==> config.mk <==
export PLATFORM = sky130hd
export DESIGN_NAME = mode_register
export DESIGN_NICKNAME = d
export VERILOG_FILES = /design/src/rtl/mode_register_pkg.sv /design/src/rtl/mode_register_decode.sv /design/src/rtl/mode_register.sv
export SDC_FILE = /design/constraint.sdc
export NUM_CORES = 1
export LEC_CHECK = 0
export BUFFER_PORTS_ARGS = -buffer_cell sky130_fd_sc_hd__buf_2
export CAP_MARGIN = 20
export CORE_MARGIN = 2
export CORE_UTILIZATION = 39
export DETAILED_ROUTE_END_ITERATION = 8
export SLEW_MARGIN = 10
export SYNTH_ARGS = -nofsm -noshare
export SYNTH_HDL_FRONTEND = slang
export SYNTH_HIERARCHICAL = 1
export SYNTH_SLANG_ARGS = --single-unit
==> constraint.sdc <==
create_clock -name clk -period 3.5 [get_ports clk]
set_input_delay 0.35 -clock clk [delete_from_list [all_inputs] [get_ports clk]]
set_output_delay 0.35 -clock clk [all_outputs]
set_load 0.01 [all_outputs]
==> src/rtl/mode_register_pkg.sv <==
// Shared encodings for the mode register: word-op and E-op codes produced by
// the priority decoder and consumed by the datapath (and control-unit checks).
package mode_register_pkg;

   // Word operation selected for this cycle; exactly one executes.
   typedef enum logic [2:0] {
      OP_HOLD = 3'd0,
      OP_CLR  = 3'd1,
      OP_LOAD = 3'd2,
      OP_INC  = 3'd3,
      OP_DEC  = 3'd4,
      OP_SHL  = 3'd5,
      OP_SHR  = 3'd6
   } op_e;

   // Explicit E operation; overrides any E effect of the word op.
   typedef enum logic [1:0] {
      E_HOLD = 2'd0,
      E_CLR  = 2'd1,
      E_CMP  = 2'd2
   } eop_e;

endpackage

==> src/rtl/mode_register_decode.sv <==
// Combinational priority encoder: request lines -> one word op and one E op.
// Word priority clr > load > incr > decr > shl > shr; E priority e_clr > e_cmp.
module mode_register_decode
   import mode_register_pkg::*;
(
   input  logic clr_i,
   input  logic write_enable_i,
   input  logic incr_i,
   input  logic decr_i,
   input  logic shl_i,
   input  logic shr_i,
   input  logic e_clr_i,
   input  logic e_cmp_i,
   output op_e  op_o,
   output eop_e eop_o
);

   // Select the highest-priority word op; lower requests are dropped.
   always_comb begin
      op_o = OP_HOLD;
      if      (clr_i)          op_o = OP_CLR;
      else if (write_enable_i) op_o = OP_LOAD;
      else if (incr_i)         op_o = OP_INC;
      else if (decr_i)         op_o = OP_DEC;
      else if (shl_i)          op_o = OP_SHL;
      else if (shr_i)          op_o = OP_SHR;
   end

   // Select the explicit E op.
   always_comb begin
      eop_o = E_HOLD;
      if      (e_clr_i) eop_o = E_CLR;
      else if (e_cmp_i) eop_o = E_CMP;
   end

endmodule

==> src/rtl/mode_register.sv <==
// Datapath word register with extend bit E, wrap/saturating inc/dec,
// shift/rotate through E, and registered zero/ones/wrapped status flags.
module mode_register
   import mode_register_pkg::*;
#(
   parameter int              WORD        = 16,
   parameter bit              SATURATE    = 1'b0,
   parameter logic [WORD-1:0] RESET_VALUE = '0
) (
   input  logic            clk,
   input  logic            reset_n,
   input  logic            clr,
   input  logic            write_enable,
   input  logic            incr,
   input  logic            decr,
   input  logic            shl,
   input  logic            shr,
   input  logic            rot,
   input  logic            ser_in,
   input  logic            e_clr,
   input  logic            e_cmp,
   input  logic [WORD-1:0] DATA,
   output logic [WORD-1:0] OUT,
   output logic            E,
   output logic            zero,
   output logic            ones
   ,
   output logic            wrapped
);

   localparam logic [WORD-1:0] ONE = {{(WORD-1){1'b0}}, 1'b1};

   op_e             op;
   eop_e            eop;
   logic [WORD-1:0] out_q, out_d;
   logic            e_q, e_d;
   logic            zero_q, zero_d;
   logic            ones_q, ones_d;
   logic            wrapped_q, wrapped_d;
   logic            fill;

   mode_register_decode u_decode (
      .clr_i          (clr),
      .write_enable_i (write_enable),
      .incr_i         (incr),
      .decr_i         (decr),
      .shl_i          (shl),
      .shr_i          (shr),
      .e_clr_i        (e_clr),
      .e_cmp_i        (e_cmp),
      .op_o           (op),
      .eop_o          (eop)
   );

   // Bit shifted in: E when rotating, the serial input otherwise.
   assign fill = rot ? e_q : ser_in;

   // Next-state word, E and flags; flags follow the next word so they are
   // always coherent with OUT in the cycle they are visible.
   always_comb begin
      out_d     = out_q;
      e_d       = e_q;
      wrapped_d = 1'b0;
      case (op)
         OP_CLR:  out_d = '0;
         OP_LOAD: out_d = DATA;
         OP_INC: begin
            if (&out_q) begin
               wrapped_d = 1'b1;
               if (!SATURATE) begin
                  out_d = '0;
                  e_d   = 1'b1;
               end
            end else begin
               out_d = out_q + ONE;
            end
         end
         OP_DEC: begin
            if (out_q == '0) begin
               wrapped_d = 1'b1;
               if (!SATURATE) begin
                  out_d = '1;
                  e_d   = 1'b0;
               end
            end else begin
               out_d = out_q - ONE;
            end
         end
         OP_SHL: begin
            out_d = {out_q[WORD-2:0], fill};
            e_d   = out_q[WORD-1];
         end
         OP_SHR: begin
            out_d = {fill, out_q[WORD-1:1]};
            e_d   = out_q[0];
         end
         default: ;
      endcase
      // Explicit E ops win over whatever the word op did to E.
      case (eop)
         E_CLR:   e_d = 1'b0;
         E_CMP:   e_d = ~e_q;
         default: ;
      endcase
      zero_d = (out_d == '0);
      ones_d = &out_d;
   end

   // State and flag registers; reset also kills any pending wrap pulse.
   always_ff @(posedge clk or negedge reset_n) begin
      if (!reset_n) begin
         out_q     <= RESET_VALUE;
         e_q       <= 1'b0;
         zero_q    <= (RESET_VALUE == '0);
         ones_q    <= &RESET_VALUE;
         wrapped_q <= 1'b0;
      end else begin
         out_q     <= out_d;
         e_q       <= e_d;
         zero_q    <= zero_d;
         ones_q    <= ones_d;
         wrapped_q <= wrapped_d;
      end
   end

   assign OUT     = out_q;
   assign E       = e_q;
   assign zero    = zero_q;
   assign ones    = ones_q;
   assign wrapped = wrapped_q;

endmodule

==> Yosys cells after proc, flatten, opt, wreduce, memory -nomap -nowiden <==
Cells that the tools add are included.
{ "word_totals": {"out_inout_bits": 20, "elab_cells": 43, "register_bits": 20, "input_bits": 28} }
{ "classes": {"bitwise_logic": 1, "addsub": 2, "eq_ne": 10, "mux": 19, "reduce_logical": 6} }
{ "ops": {"columns": ["operator", "count"], "rows": [
  ["16-bit case mux with 6 select lines", 1],
  ["16-bit logical NOT", 2],
  ["16-bit two-way mux", 2],
  ["16-bit AND reduction", 2],
  ["3-bit two-way mux", 6],
  ["16-bit by 1-bit adder with 16-bit output, second input constant", 1],
  ["16-bit by 1-bit subtractor with 16-bit output, second input constant", 1],
  ["3-bit == test, second input constant", 3],
  ["4-bit != test, second input constant", 2],
  ["3-bit by 2-bit == test with 1-bit output, second input constant", 2],
  ["6-bit nonzero test", 1],
  ["1-bit two-way mux", 5],
  ["2-bit two-way mux", 2],
  ["1-bit case mux with 2 select lines", 2],
  ["1-bit case mux with 4 select lines", 1],
  ["3-bit by 1-bit == test with 1-bit output, second input constant", 1],
  ["3-bit AND reduction", 1],
  ["2-bit by 1-bit == test with 1-bit output, second input constant", 1],
  ["2-bit == test, second input constant", 1],
  ["1-bit inverter", 1]
]} }

==> Logic depth before layout (Yosys ltp) <==
Gate-level depths: netlist (run 1).
{ "depth": {"depth_word": 9, "mapped_depth": 13, "mapped_depth_nobuf": 10} }

==> Modules after synthesis <==
The synthesis (run 1) kept the hierarchy.
{ "modules_own_cells": {"columns": ["mod", "seq_area_each_um2", "n_inst", "area_each_um2", "cells_per_inst"], "rows": [
  ["mode_register", 501.7, 1, 2404.8, 322],
  ["mode_register_decode", 0.0, 1, 62.6, 10]
]} }

==> Least setup slack after synthesis (run 1) <==
No wires, ideal clock.
{ "synth_path": {"path_kind": "input-to-reg", "start": "in decr", "end": "reg zero_q, in the netlist zero", "slack_ns": 0.780, "cell_stages": 12, "path_buffers": 2, "t_arrival_ns": 2.638, "setup_time_ns": 0.082, "required_time_ns": 3.418, "cell_sequence": "or3b_1 > a21oi_1 > buf_2 > buf_2 > mux2_2 > a32o_1 > a22oi_1 > o211ai_1 > a31o_2 > nor4_1 > nand4_1 > nor3_1"} }
{ "synth_via": {"elab_chain_len": 7, "elab_cells_between_ends": 12, "cone_classes": "eq/ne: 6; mux: 5; reduce/logical: 1"} }
{ "synth_rtl": {"columns": ["element", "line_no", "text"], "rows": [
  ["start: declaration", "mode_register.sv:15", "input logic decr,"],
  ["3-bit two-way mux (*)", "mode_register_decode.sv:24", "else if (decr_i) op_o = OP_DEC;"],
  ["3-bit two-way mux (*)", "mode_register_decode.sv:23", "else if (incr_i) op_o = OP_INC;"],
  ["3-bit two-way mux (*)", "mode_register_decode.sv:22", "else if (write_enable_i) op_o = OP_LOAD;"],
  ["3-bit two-way mux (*)", "mode_register_decode.sv:21", "if (clr_i) op_o = OP_CLR;"],
  ["via op[1]", "mode_register.sv:33", "op_e op;"],
  ["3-bit == test (tied with other cells)", "mode_register.sv:64", "case (op)"],
  ["16-bit case mux with 6 select lines (*)", "mode_register.sv:64", null],
  ["via out_d[9]", "mode_register.sv:35", "logic [WORD-1:0] out_q, out_d;"],
  ["16-bit logical NOT (*)", "mode_register.sv:105", "zero_d = (out_d == '0);"],
  ["via zero_d", "mode_register.sv:37", "logic zero_q, zero_d;"],
  ["end signal: assignment", "mode_register.sv:114", "zero_q <= (RESET_VALUE == '0);"],
  ["end signal: assignment", "mode_register.sv:120", "zero_q <= zero_d;"],
  ["end: declaration", "mode_register.sv:37", null]
]} }
The timed path passes the listed nets; every way through them passes the cells marked *.
A chain may end at the register's enable or synchronous reset.

==> Worst setup path in the final report (run 1) <==
{ "layout_path": {"start": "reg out_q[1], in the netlist OUT[1]", "end": "reg ones_q, in the netlist ones"} }
{ "layout_via": {"elab_chain_len": 4, "elab_cells_between_ends": 8, "cone_classes": "add/sub: 2; mux: 3; reduce/logical: 3"} }
{ "layout_rtl": {"columns": ["element", "line_no", "text"], "rows": [
  ["start: declaration", "mode_register.sv:35", null],
  ["start signal: assignment", "mode_register.sv:118", "out_q <= out_d;"],
  ["16-bit by 1-bit subtractor with 16-bit output (tied with other cells)", "mode_register.sv:86", "out_d = out_q - ONE;"],
  ["16-bit two-way mux (on tied branches)", "mode_register.sv:79, mode_register.sv:68", null],
  ["16-bit case mux with 6 select lines (*)", "mode_register.sv:64", null],
  ["16-bit AND reduction (*)", "mode_register.sv:106", "ones_d = &out_d;"],
  ["via ones_d", "mode_register.sv:38", "logic ones_q, ones_d;"],
  ["end signal: assignment", "mode_register.sv:115", "ones_q <= &RESET_VALUE;"],
  ["end signal: assignment", "mode_register.sv:121", "ones_q <= ones_d;"],
  ["end: declaration", "mode_register.sv:38", null]
]} }
Marks and branches as above.

==> metrics.txt, run 1 <==
# TYPE chip_impl_metric gauge
chip_impl_info{name="status",value="complete, no violations"} 1
chip_impl_metric{name="drt_pre_antenna_iters",unit=""} 5
chip_impl_metric{name="worstMarginPinSlew",unit="ns"} 0.680
chip_impl_metric{name="cts.htree.levels",unit=""} 1
chip_impl_metric{name="cts_repair_resize_count",unit=""} 0
chip_impl_info{name="clock-root-buffer",value="clkbuf_8"} 1
chip_impl_metric{name="initial_core_util",unit="%"} 40.9
chip_impl_metric{name="yosys.area_share.adder",unit="%"} 2.54
chip_impl_info{name="type_of_the_worst_min_delay_path",value="in2async"} 1
chip_impl_metric{name="die_w",unit="µm"} 83.5
chip_impl_metric{name="ys_ff_latch",unit=""} 20
chip_impl_metric{name="gr-total-overflow",unit=""} 0
chip_impl_metric{name="synth_async_sr_flop_share",unit="%"} 100
chip_impl_info{name="synthTopCellsByCount",value="o21ai_0, nand2_1, nor2_1, dfrtp_1, a21oi_1"} 1
chip_impl_metric{name="dp_hpwl",unit="µm"} 6510
chip_impl_metric{name="cts_max_path_buffers",unit=""} 2
chip_impl_metric{name="number_of_global_route_vias_before_repair",unit=""} 2618
chip_impl_metric{name="place_inst",unit=""} 445
chip_impl_metric{name="gpl.final_weighted_congestion",unit=""} 1.01
chip_impl_metric{name="post_drt_via_cell_ratio",unit=""} 6.15
chip_impl_metric{name="antenna_violations_before_repair",unit=""} 0
chip_impl_metric{name="maximum_capacitance_violations",unit=""} 0
chip_impl_metric{name="worst-endpoint-arrival",unit="ns"} 3.40
chip_impl_metric{name="slew-limit-headroom",unit="%"} 54.0
chip_impl_metric{name="number_of_design_rule_violations_left_after_detail_routing",unit=""} 0
chip_impl_metric{name="hold_violations",unit=""} 0
chip_impl_metric{name="synth_simple_gate_area_share",unit="%"} 32.4
chip_impl_metric{name="num_rows",unit=""} 28
chip_impl_metric{name="timing.final.crit_share",unit="%"} 91.8
chip_impl_metric{name="final_nets",unit=""} 408
chip_impl_metric{name="cts.sinks",unit=""} 20
chip_impl_metric{name="synth.distinct_cells",unit=""} 69
chip_impl_metric{name="crit_path_time_final",unit="ns"} 3.21
chip_impl_metric{name="syn_nets",unit=""} 365
chip_impl_metric{name="synthesized_area_fraction_occupied_by_ao_oa_aoi_and_oai_cells",unit="%"} 27.6
chip_impl_info{name="worst_path_dominant_cell_family",value="simple AND/OR/NAND/NOR gates"} 1
chip_impl_metric{name="largest_net_degree_at_the_start_of_global_routing",unit=""} 36
chip_impl_metric{name="antenna_cells",unit=""} 0
chip_impl_metric{name="postPlaceCellArea",unit="µm²"} 2820
chip_impl_metric{name="floorplan.io_pins",unit=""} 48
chip_impl_metric{name="finalWirelength",unit="µm"} 8450
chip_impl_metric{name="area_delta_synth_final",unit="%"} 17.2
chip_impl_metric{name="maxSlewViolCount",unit=""} 0
chip_impl_metric{name="post_synth_mux_area_share",unit="%"} 5.07
chip_impl_metric{name="synthesis.area",unit="µm²"} 2470
chip_impl_info{name="critical_path.reg2reg.startpoint",value="OUT[1]$_DFF_PN0_"} 1
chip_impl_info{name="critical_path.most_common_cell",value="nand3_2"} 1
chip_impl_metric{name="die_ar",unit="µm²"} 6980
chip_impl_info{name="yosys_most_used_dff",value="dfrtp_1"} 1
chip_impl_metric{name="fin_ws",unit="ns"} 0.286
chip_impl_metric{name="fin_util",unit="%"} 48.0
chip_impl_metric{name="yosysWarningCount",unit=""} 6
chip_impl_metric{name="place_ws",unit="ns"} 0.206
chip_impl_info{name="dominant_combinational_cell_family_by_area_after_synthesis",value="simple AND/OR/NAND/NOR gates"} 1
chip_impl_metric{name="design_area",unit="µm²"} 2890
chip_impl_metric{name="netlist.area_leader.share",unit="%"} 19.3
chip_impl_metric{name="fin_skew",unit="ns"} 0.00635
chip_impl_metric{name="syn-mean-instance-area",unit="µm²"} 7.43
chip_impl_metric{name="achievable-frequency",unit="GHz"} 0.311
chip_impl_metric{name="first_iter_violations",unit=""} 272
chip_impl_metric{name="wire_length_per_cell_after_detailed_routing",unit="µm"} 18.8
chip_impl_metric{name="postCtsSetupRepairBufs",unit=""} 0
chip_impl_info{name="crit_start",value="OUT[1]$_DFF_PN0_"} 1
chip_impl_metric{name="pwr_density_cell",unit="nW/µm²"} 373
chip_impl_info{name="worstReg2RegEnd",value="ones$_DFF_PN0_"} 1
chip_impl_metric{name="post_layout_nonfiller_instances",unit=""} 449
chip_impl_metric{name="cts_inserted_buffers",unit=""} 3
chip_impl_metric{name="grt_first_pass_wirelength",unit="µm"} 13700
chip_impl_metric{name="totalNegativeSetupSlack",unit="ns"} 0
chip_impl_metric{name="dr_total_vias",unit=""} 2762
chip_impl_info{name="cell_type_with_the_largest_total_area_after_synthesis",value="dfrtp_1"} 1
chip_impl_metric{name="synth_xor_area_share",unit="%"} 2.13
chip_impl_info{name="grt_setup_unrepaired",value="no"} 1
chip_impl_info{name="cts_tree",value="done"} 1
chip_impl_metric{name="clk_transition_reported_paths",unit="ns"} 0.07
chip_impl_info{name="setup.worst_path.end_class",value="flip-flop"} 1
chip_impl_metric{name="reg2regPathDepth",unit=""} 10
chip_impl_metric{name="final-setup-viol-count",unit=""} 0
chip_impl_metric{name="groute.usage.overall",unit="%"} 24.1
chip_impl_metric{name="cts_hold_buffers",unit=""} 0
chip_impl_metric{name="r2r_setup_slack",unit="ns"} 0.29
chip_impl_metric{name="synth-seq-area-share",unit="%"} 20.3
chip_impl_info{name="yosysMostFrequentCell",value="o21ai_0"} 1
chip_impl_info{name="worstSetupPathType",value="reg2reg"} 1
chip_impl_metric{name="cellLeakagePower",unit="nW"} 1.26
chip_impl_metric{name="synthesis.instances",unit=""} 332
chip_impl_metric{name="vdd_drop_max",unit="µV"} 448
chip_impl_metric{name="die_y",unit="µm"} 83.5
chip_impl_metric{name="core-area",unit="µm²"} 6030
chip_impl_metric{name="buffer_ports.inserted",unit=""} 47
chip_impl_metric{name="crit_fanout",unit=""} 14
chip_impl_info{name="setup.worst_path.start_class",value="flip-flop"} 1
chip_impl_metric{name="fin_worst_hold_slack",unit="ns"} 0.0133
chip_impl_info{name="path_cells",value="buf_4 > inv_1 > ha_1 > nor4b_1 > nand3_2 > nand3_2 > nor3_1 > o32a_1 > or4b_1 > nor3_2"} 1
chip_impl_info{name="worst_path_max_delay_cell",value="nor4b_1"} 1
chip_impl_metric{name="worstSkewPairLatency",unit="ns"} 0.26
chip_impl_info{name="netlist_top_cells_area",value="dfrtp_1, o21ai_0, nand2_1"} 1
chip_impl_metric{name="crit_required",unit="ns"} 3.69
chip_impl_metric{name="post_route_cells_drive_above_1_share",unit="%"} 26.2
chip_impl_metric{name="antenna_left",unit=""} 0
chip_impl_metric{name="synth_enable_flop_cells",unit=""} 0
chip_impl_metric{name="critical_path.n_buffers_inverters",unit=""} 2
chip_impl_metric{name="timing.critical_path.slowest_cell_delay",unit="ns"} 0.56
chip_impl_metric{name="report.power.total",unit="mW"} 1.08
==> power by group <==
part           internal (mW)  total, mW  switching (mW)
Clock                  0.153      0.226          0.0731
Sequential             0.261      0.321          0.0593
Combinational          0.218      0.532           0.314
==> registers in the layout (all words and copies together), names as in the netlist <==
signal and count:
E 1, ones 1, wrapped 1, zero 1, OUT 16
==> how the worst max path moves through the flow <==
stage	end	depth (start not counted)
after floorplan	zero$_DFF_PN1_	12
after global placement	ones$_DFF_PN0_	11
after detailed placement	ones$_DFF_PN0_	11
after CTS	ones$_DFF_PN0_	10
after global routing	ones$_DFF_PN0_	10
final	ones$_DFF_PN0_	10
==> cells in the final DEF (no fill, tap or decap), types with 4 or more instances in the layout <==
cell       n
a32oi_1    4
nor3_1    11
ha_1       5
nand4_1   15
buf_4     24
a21oi_1   17
nand2_1   25
dfrtp_1   19
nor3b_1    6
nor2_1    24
inv_1     15
nor4_1     6
nand3_1   11
or2_2      4
o21ai_0   26
a22o_1     5
o211ai_1   9
buf_2     47
a31oi_1    4
a22oi_1    6
xnor2_1    5
mux2i_1    8
==> per-layer routing <==
| layer | wire, µm | track usage [%] |
|---|---|---|
| met5 | 0 | 0 |
| met4 | 195 | 8.94 |
| met3 | 623 | 1.29 |
| met2 | 3740 | 37.5 |
| met1 | 3880 | 35.3 |
==> cells by family after synthesis <==
family | Yosys count
flops | 20
compound gates | 102
simple gates | 138
mux | 11
fa+ha+maj | 5
buf+inv | 50
xor+xnor | 6
==> cell type report <==
cell class                 count  area (µm²)
clock buffer                   3        41.3
clock inverter                 1        30.0
fill                         644        3130
inverter                      16        60.1
multi-input combinational    262        1730
sequential                    20         502
tap                           75        93.8
timing repair buffer          72         435
Note: power is estimated with default switching activity, not from simulation.
==> run 2, diff against run 1 <==
--- a/config.mk
+++ b/config.mk
@@ -9,8 +9,8 @@
 export CAP_MARGIN = 20
 export CORE_MARGIN = 2
 export CORE_UTILIZATION = 39
+export CTS_BUF_LIST = sky130_fd_sc_hd__clkbuf_16
 export DETAILED_ROUTE_END_ITERATION = 8
-export SLEW_MARGIN = 10
 export SYNTH_ARGS = -nofsm -noshare
 export SYNTH_HDL_FRONTEND = slang
 export SYNTH_HIERARCHICAL = 1
==> run 2 against run 1 <==
  * Sequential power is essentially flat
  * Total power rose by 7.5%
  * Clock skew down 0.0036 ns
  * Critical path depth did not move
  * Fmax is 0.74% lower
  * Global-route usage increased by 0.067 points
  * Worst hold slack gained 0.019 ns
  * Die area stayed put
  * First-iteration DRC count down 14%
  * Largest power group unchanged
==> metrics.txt, run 2 (synthesis results as in run 1) <==
# TYPE chip_impl_metric gauge
chip_impl_info{name="status",value="complete, no violations"} 1
chip_impl_metric{name="worstSetupPathDepth",unit=""} 10
chip_impl_metric{name="drt_pre_antenna_iters",unit=""} 5
chip_impl_metric{name="area_delta_synth_final",unit="%"} 18.6
chip_impl_metric{name="gr-total-overflow",unit=""} 0
chip_impl_info{name="clock-root-buffer",value="clkbuf_16"} 1
chip_impl_metric{name="post_drt_via_cell_ratio",unit=""} 6.18
chip_impl_metric{name="timing.critical_path.slowest_cell_delay",unit="ns"} 0.57
chip_impl_info{name="worstReg2RegEnd",value="ones$_DFF_PN0_"} 1
chip_impl_metric{name="fin_util",unit="%"} 48.6
chip_impl_metric{name="fin_worst_hold_slack",unit="ns"} 0.0321
chip_impl_metric{name="timing.final.crit_share",unit="%"} 92.5
chip_impl_metric{name="wire_length_per_cell_after_detailed_routing",unit="µm"} 18.8
chip_impl_metric{name="place_ws",unit="ns"} 0.206
chip_impl_info{name="leading_cell_type_in_the_layout_fill_and_taps_excluded",value="buf_2"} 1
chip_impl_metric{name="cts_inserted_buffers",unit=""} 3
chip_impl_metric{name="largest_net_degree_at_the_start_of_global_routing",unit=""} 36
chip_impl_metric{name="final-setup-viol-count",unit=""} 0
chip_impl_metric{name="groute.usage.overall",unit="%"} 24.2
chip_impl_metric{name="hold_violations",unit=""} 0
chip_impl_info{name="commonest_cells_after_routing_fill_and_taps_aside",value="buf_2, o21ai_0, nand2_1"} 1
chip_impl_info{name="critical_path.reg2reg.startpoint",value="OUT[1]$_DFF_PN0_"} 1
chip_impl_metric{name="reg2regPathDepth",unit=""} 10
chip_impl_metric{name="number_of_design_rule_violations_left_after_detail_routing",unit=""} 0
chip_impl_metric{name="largest_reg_flops",unit=""} 16
chip_impl_metric{name="antenna_cells",unit=""} 0
chip_impl_metric{name="cts_hold_buffers",unit=""} 0
chip_impl_metric{name="number_of_global_route_vias_before_repair",unit=""} 2621
chip_impl_metric{name="achievable-frequency",unit="GHz"} 0.309
chip_impl_metric{name="post_layout_nonfiller_instances",unit=""} 449
chip_impl_metric{name="worstMarginPinSlew",unit="ns"} 0.685
chip_impl_metric{name="worst-endpoint-arrival",unit="ns"} 3.41
chip_impl_metric{name="crit_path_time_final",unit="ns"} 3.24
chip_impl_metric{name="report.power.total",unit="mW"} 1.16
chip_impl_metric{name="antenna_violations_before_repair",unit=""} 0
chip_impl_metric{name="postPlaceCellArea",unit="µm²"} 2820
chip_impl_metric{name="dr_total_vias",unit=""} 2775
chip_impl_metric{name="fin_skew",unit="ns"} 0.00277
chip_impl_metric{name="cts_max_path_buffers",unit=""} 2
chip_impl_metric{name="cellLeakagePower",unit="nW"} 1.27
chip_impl_info{name="grt_setup_unrepaired",value="no"} 1
chip_impl_info{name="worst_path_dominant_cell_family",value="simple AND/OR/NAND/NOR gates"} 1
chip_impl_metric{name="place_inst",unit=""} 445
chip_impl_metric{name="num_rows",unit=""} 28
chip_impl_metric{name="die_y",unit="µm"} 83.5
chip_impl_metric{name="clk_transition_reported_paths",unit="ns"} 0.05
chip_impl_metric{name="vdd_drop_max",unit="µV"} 446
chip_impl_info{name="crit_start",value="OUT[1]$_DFF_PN0_"} 1
chip_impl_metric{name="fin_ws",unit="ns"} 0.262
chip_impl_metric{name="buffer_ports.inserted",unit=""} 47
chip_impl_metric{name="finalWirelength",unit="µm"} 8450
chip_impl_metric{name="antenna_left",unit=""} 0
chip_impl_metric{name="maxSlewViolCount",unit=""} 0
chip_impl_metric{name="totalNegativeSetupSlack",unit="ns"} 0
chip_impl_metric{name="crit_fanout",unit=""} 14
chip_impl_metric{name="cts_repair_resize_count",unit=""} 0
chip_impl_info{name="critPathCapture",value="ones$_DFF_PN0_"} 1
chip_impl_metric{name="worstSkewPairLatency",unit="ns"} 0.25
chip_impl_metric{name="floorplan.io_pins",unit=""} 48
chip_impl_metric{name="postCtsSetupRepairBufs",unit=""} 0
chip_impl_info{name="critical_path.most_common_cell",value="nand3_2"} 1
chip_impl_metric{name="critical_path.n_buffers_inverters",unit=""} 2
chip_impl_info{name="worstSetupPathType",value="reg2reg"} 1
chip_impl_metric{name="gpl.final_weighted_congestion",unit=""} 1.01
chip_impl_metric{name="pwr_density_cell",unit="nW/µm²"} 396
chip_impl_metric{name="cts.sinks",unit=""} 20
chip_impl_info{name="cts_tree",value="done"} 1
chip_impl_metric{name="crit_required",unit="ns"} 3.67
chip_impl_metric{name="die_w",unit="µm"} 83.5
chip_impl_metric{name="final_nets",unit=""} 408
chip_impl_metric{name="grt_first_pass_wirelength",unit="µm"} 13800
chip_impl_metric{name="slew-limit-headroom",unit="%"} 53.7
chip_impl_info{name="setup.worst_path.end_class",value="flip-flop"} 1
chip_impl_metric{name="first_iter_violations",unit=""} 235
chip_impl_metric{name="cts.htree.levels",unit=""} 1
chip_impl_metric{name="post_route_cells_drive_above_1_share",unit="%"} 26.2
chip_impl_info{name="worst_path_max_delay_cell",value="nor4b_1"} 1
chip_impl_metric{name="dp_hpwl",unit="µm"} 6510
chip_impl_metric{name="maximum_capacitance_violations",unit=""} 0
chip_impl_metric{name="die_ar",unit="µm²"} 6980
chip_impl_metric{name="design_area",unit="µm²"} 2930
chip_impl_metric{name="r2r_setup_slack",unit="ns"} 0.26
chip_impl_info{name="type_of_the_worst_min_delay_path",value="in2async"} 1
chip_impl_metric{name="core-area",unit="µm²"} 6030
chip_impl_metric{name="initial_core_util",unit="%"} 40.9
chip_impl_info{name="path_cells",value="buf_4 > inv_1 > ha_1 > nor4b_1 > nand3_2 > nand3_2 > nor3_1 > o32a_1 > or4b_1 > nor3_2"} 1
chip_impl_info{name="setup.worst_path.start_class",value="flip-flop"} 1
-- run 2: power breakdown --
| part | internal (mW) | switching (mW) |
|---|---|---|
| sequential | 0.262 | 0.0601 |
| combinational | 0.218 | 0.314 |
| clock | 0.227 | 0.0792 |
-- run 2: how the worst min path moves through the flow --
stage / start / to / slack, ns / cells after the start
final: reset_n / OUT[11]$_DFF_PN0_ / 0.03 / 1
after floorplan: reset_n / E$_DFFE_PN0P_ / 0.05 / 0
after global placement: reset_n / OUT[10]$_DFF_PN0_ / 0.31 / 1
after global routing: reset_n / OUT[11]$_DFF_PN0_ / 0.06 / 1
after CTS: reset_n / OUT[13]$_DFF_PN0_ / 0.04 / 1
after detailed placement: reset_n / OUT[13]$_DFF_PN0_ / 0.31 / 1
-- run 2: worst register-to-register path: stages, from the launching register on --
cell	delay [ns]
dfrtp_1	0.46
buf_4	0.20
inv_1	0.11
ha_1	0.15
nor4b_1	0.57
nand3_2	0.42
nand3_2	0.19
nor3_1	0.07
o32a_1	0.39
or4b_1	0.50
nor3_2	0.12
-- run 2: area by class of cell --
cell class | instances | area, µm²
flip-flops and latches | 20 | 502
repair buffers | 72 | 435
inverters | 16 | 60.1
well taps | 75 | 93.8
fillers | 638 | 3100
multi-input cells | 262 | 1730
clock buffers | 3 | 75.1
clock inverters | 1 | 30.0
-- run 2: per-layer routing --
metal	global-route usage (%)	vias to the layer above	share of wire, %
met5	0	-	0
met1	35.6	1280	46
met2	37.9	152	44
met4	7.18	0	1.8
met3	1.88	11	7.8
li1	-	1332	-
